<file path="src/rtl/tx_phase_decoder_if.sv">
// Phase-code bus between the pulse-sequence registers and the TX phase decoder.
// Lane i occupies bits [5i+4:5i] of phase_decimal and bits [2i+1:2i] of phase_binary.
interface tx_phase_decoder_if #(
    parameter int unsigned N_phases = 3
);
    logic [5*N_phases-1:0] phase_decimal;
    logic [2*N_phases-1:0] phase_binary;
    logic [N_phases-1:0]   phase_error;

    modport master (
        output phase_decimal,
        input  phase_binary,
        input  phase_error
    );

    modport slave (
        input  phase_decimal,
        output phase_binary,
        output phase_error
    );
endinterface

</file>
<file path="src/rtl/tx_phase_decoder.sv">
// Decodes per-lane "tens of degrees" phase codes (0/9/18/27) into registered 2-bit
// quadrature selects, flagging any other code as an error on that lane only.
module tx_phase_decoder #(
    parameter int unsigned N_phases = 3
) (
    input  logic                clk,
    input  logic                rst_n,
    tx_phase_decoder_if.slave   bus
);

    logic [2*N_phases-1:0] phase_binary_d, phase_binary_q;
    logic [N_phases-1:0]   phase_error_d, phase_error_q;

    for (genvar i = 0; i < N_phases; i++) begin : g_lane
        logic [4:0] code;
        logic [1:0] lane_bin;
        logic       lane_err;

        assign code = bus.phase_decimal[5*i +: 5];

        // Exact matches only; near values such as 10 are errors, not rounded.
        always_comb begin
            lane_bin = 2'b00;
            lane_err = 1'b0;
            unique case (code)
                5'd0:    lane_bin = 2'b00;
                5'd9:    lane_bin = 2'b01;
                5'd18:   lane_bin = 2'b10;
                5'd27:   lane_bin = 2'b11;
                default: lane_err = 1'b1;
            endcase
        end

        assign phase_binary_d[2*i +: 2] = lane_bin;
        assign phase_error_d[i]         = lane_err;
    end

    always_ff @(posedge clk) begin
        if (!rst_n) begin
            phase_binary_q <= '0;
            phase_error_q  <= '0;
        end else begin
            phase_binary_q <= phase_binary_d;
            phase_error_q  <= phase_error_d;
        end
    end

    assign bus.phase_binary = phase_binary_q;
    assign bus.phase_error  = phase_error_q;

endmodule

</file>
<file path="src/flat_wrapper.sv">
// flat-port wrapper written by rule: the top's interface ports become plain ports
module tx_phase_decoder_flat 
#(
    parameter int unsigned N_phases = 3
)
  (clk, rst_n, bus_phase_decimal, bus_phase_binary, bus_phase_error);
  tx_phase_decoder_if #(.N_phases(N_phases)) bus_i ();
  input  logic clk;
  input  logic rst_n;
  input wire logic [$bits(bus_i.phase_decimal)-1:0] bus_phase_decimal;
  output wire logic [$bits(bus_i.phase_binary)-1:0] bus_phase_binary;
  output wire logic [$bits(bus_i.phase_error)-1:0] bus_phase_error;
  assign bus_i.phase_decimal = bus_phase_decimal;
  assign bus_phase_binary = bus_i.phase_binary;
  assign bus_phase_error = bus_i.phase_error;
  tx_phase_decoder #(.N_phases(N_phases)) u_core (.clk(clk), .rst_n(rst_n), .bus(bus_i));
endmodule
</file>
<file path="config.mk">
export PLATFORM = sky130hd
export DESIGN_NAME = tx_phase_decoder_flat
export DESIGN_NICKNAME = d
export VERILOG_FILES = /design/src/rtl/tx_phase_decoder_if.sv /design/src/rtl/tx_phase_decoder.sv /design/src/flat_wrapper.sv
export SDC_FILE = /design/constraint.sdc
export NUM_CORES = 1
export LEC_CHECK = 0
export CORE_AREA = 5 5 42 44
export CTS_BUF_LIST = sky130_fd_sc_hd__clkbuf_4
export CTS_CLUSTER_SIZE = 16
export DETAILED_ROUTE_END_ITERATION = 16
export DIE_AREA = 0 0 47 49
export GPL_TIMING_DRIVEN = 0
export PLACE_DENSITY_LB_ADDON = 0.15
export SLEW_MARGIN = 20
export SYNTH_ARGS = -nofsm -noshare
export SYNTH_HDL_FRONTEND = slang
export SYNTH_SLANG_ARGS = --single-unit
</file>
<file path="constraint.sdc">
create_clock -name clk -period 1 [get_ports clk]
set_clock_uncertainty 0.15 [all_clocks]
set_input_delay 0.2 -clock clk [delete_from_list [all_inputs] [get_ports clk]]
set_output_delay 0.2 -clock clk [all_outputs]
set_load 0.01 [all_outputs]
</file>
==> metrics.md <==
| Metric | Value |
|---|---|
| MaxCap Viol Count | `0` |
| Post-synth top area share | `54.55%` |
| Fill count | `154` |
| Final core utilization | `41.16%` |
| Clk buf depth | `2` |
| Setup violators final | `9` |
| Final Max Tran Viols | `0` |
| Power, Total | `806.0 µW` |
| CP top delay family | `flip-flops` |
| Setup CP Type | `reg -> out` |
| Startpoint types | `flip-flop` |
| Routed wire length | `803 µm` |
| Root Buffer | `clkbuf_4` |
| Layout Nets | `80` |
| Worst-Margin Slew | `0.2361 ns` |
| Hold Vio Cnt, Final | `0` |
| Cell area after layout | `576.8 µm²` |
| Syn-to-layout area delta | `74.62%` |
| Share of cells above drive strength 1 | `22.58%` |
| Power per Cell Area | `1397 nW/µm²` |
| Worst Slack Setup Final | `-0.03627 ns` |
| Crit path buffers/inverters | `1` |
| Finished Layout Cells | `78` |
| Ys flop type | `dfxtp_1` |
| Cell taking the most area after synthesis | `dfxtp_1` |
| RSZ-0062 raised after global routing | `true` |
| DP Area | `600.6 µm²` |
| Starting DRC count in detailed routing | `2` |
| Clock sinks | `9` |
| Floorplan core area | `1401 µm²` |
| Largest fanout on the critical path | `1` |
| Die Area | `2303 µm²` |
| Tmin final | `1.036 ns` |
| HP Class | `in -> reg` |
| Vias in the first global route | `302` |
| Synth warn | `0` |
| Slowest library cell on the worst path | `dfxtp_2` |
| Max Clock Freq | `965.0 MHz` |
| Initial Util | `23.57%` |
| Slew HR | `84.26%` |
| Height of the chip | `49 µm` |
| Peak VDD IR | `708.3 µV` |
| Initial antenna violation count | `0` |
| Routed vias/inst | `4.397` |
| Leakage | `0.2736 nW` |
| Synth cell count leaders | `9 x dfxtp_1, 6 x nand2_1, 6 x nor3_1, 6 x xor2_1` |
| Final Cycle Share | `103.6%` |
| Gp weighted congestion | `0.5872` |
| Synth unique cells | `6` |
| EDFF count, synth | `0` |
| Register area share after synthesis | `54.55%` |
| Crit path capture type | `output pin` |
| I/O Buffers | `25` |
| Largest net degree at the start of global routing | `7` |
| DR DRC count | `0` |
| Total congestion overflow | `0` |
| Clock Pin Slew Worst Setup and Hold Paths | `0.06 ns` |
| Setup_tns | `-0.2640 ns` |
| Io pins | `26` |
| TritonCTS buffer count | `3` |
| CTS tree | `done` |
| Cell area after synthesis | `330.3 µm²` |
| GRT Resource Usage Total | `7.355%` |
| Avg Cell Area, Syn | `10.01 µm²` |
| HPWL Detailed | `649.2 µm` |
| Async set or reset register ratio after synthesis | `0%` |
| #FFs+latches synth | `9` |
| Final ANT Viol Nets | `0` |
| H-tree depth | `1` |
| Hold slack | `0.1836 ns` |
| Ant. Diodes | `0` |
| Crit path DAT | `0.69 ns` |
| Status | `complete, but fails checks` |
| Post-DR wirelength/cell | `10.29 µm` |
| First-pass iteration count of the detailed router | `2` |
| Crit path required time | `0.65 ns` |
| CTS Hold Buffers Added | `0` |
| CP peak stage delay | `0.32 ns` |
| Vias post-DR | `343` |
| Failing checks | `setup timing` |
| Most common cell in the netlist | `dfxtp_1` |
| Post-synth net total | `50` |
| Die width | `47 µm` |
| Cells after Synth | `33` |
| First-pass GRT wire length | `1.117 mm` |
| Worst slack, placed | `-0.3727 ns` |
| Rows | `14` |
| # placed instances | `74` |
| Area contributors post-synth | `dfxtp_1 55%, xor2_1 16%, nor3_1 9.1%` |
| CP cell instances | `buf_6` |
==> cell families (layout without fill, tap and decap cells) <==
family                    count (synthesis)  count (layout)  share of synthesized area, %
and+or+nand+nor                          15              15                         21.59
DFF                                       9               9                         54.54
xor gates and xnor gates                  6               6                         15.91
AOI/OAI and AO/OA                         3               3                         7.956
buffers and inverters                     0              29                             0
==> area by class of cell <==
| type | count | area [µm²] | share of cell area [%] |
|---|---|---|---|
| Timing Repair Buffer | 25 | 195.2 | 33.84 |
| Sequential cell | 9 | 181.4 | 31.45 |
| Multi-Input combinational cell | 24 | 150.1 | 26.03 |
| Clock buffer | 4 | 30.03 | 5.206 |
| Tap cell | 16 | 20.02 | 3.471 |
==> layout by cell type (no fill, tap or decap), drive strengths merged <==
| master | count |
|---|---|
| clkdlybuf4s50 | 3 |
| nand2 | 6 |
| nor3 | 6 |
| xor2 | 6 |
| clkbuf | 4 |
| nand2b | 3 |
| dfxtp | 9 |
| dlygate4sd2 | 13 |
| o31a | 3 |
| buf | 9 |
==> report_power, final <==
part           internal (mW)  switching (mW)  leakage, nW  total (mW)
clock                  0.181           0.122       0.0184       0.303
sequential             0.373         0.00324       0.0743       0.376
combinational         0.0692          0.0574        0.181       0.127
==> flip-flops by register name (all words and copies together), names as in the netlist <==
name / count
u_core.bus.phase_error: 3
u_core.bus.phase_binary: 6
==> what timing repair did <==
item / in CTS / in global routing
pin swaps: 6 / 0
buffers inserted: 0 / 0
gates resized for setup: 49 / 2
endpoints found under the setup margin: 15 / 9
hold endpoints to repair: 0 / 0
==> worst paths after layout <==
kind | slack (ns) | depth (start not counted) | to | startpoint
worst max-delay path | -0.04 | 1 | bus_phase_binary[3] | u_core.bus.phase_binary[3]
worst min-delay path | 0.18 | 3 | u_core.bus.phase_binary[2] | bus_phase_decimal[5]
==> metal layers <==
metal  wire (µm)  track usage (%)  up-vias
li1            -                -      172
met1         238            6.236      152
met2         404            9.729       19
met3         160            8.856        0
met4           0            4.147        0
met5           0                0        -
No activity file was read; power rests on OpenSTA's default activity.
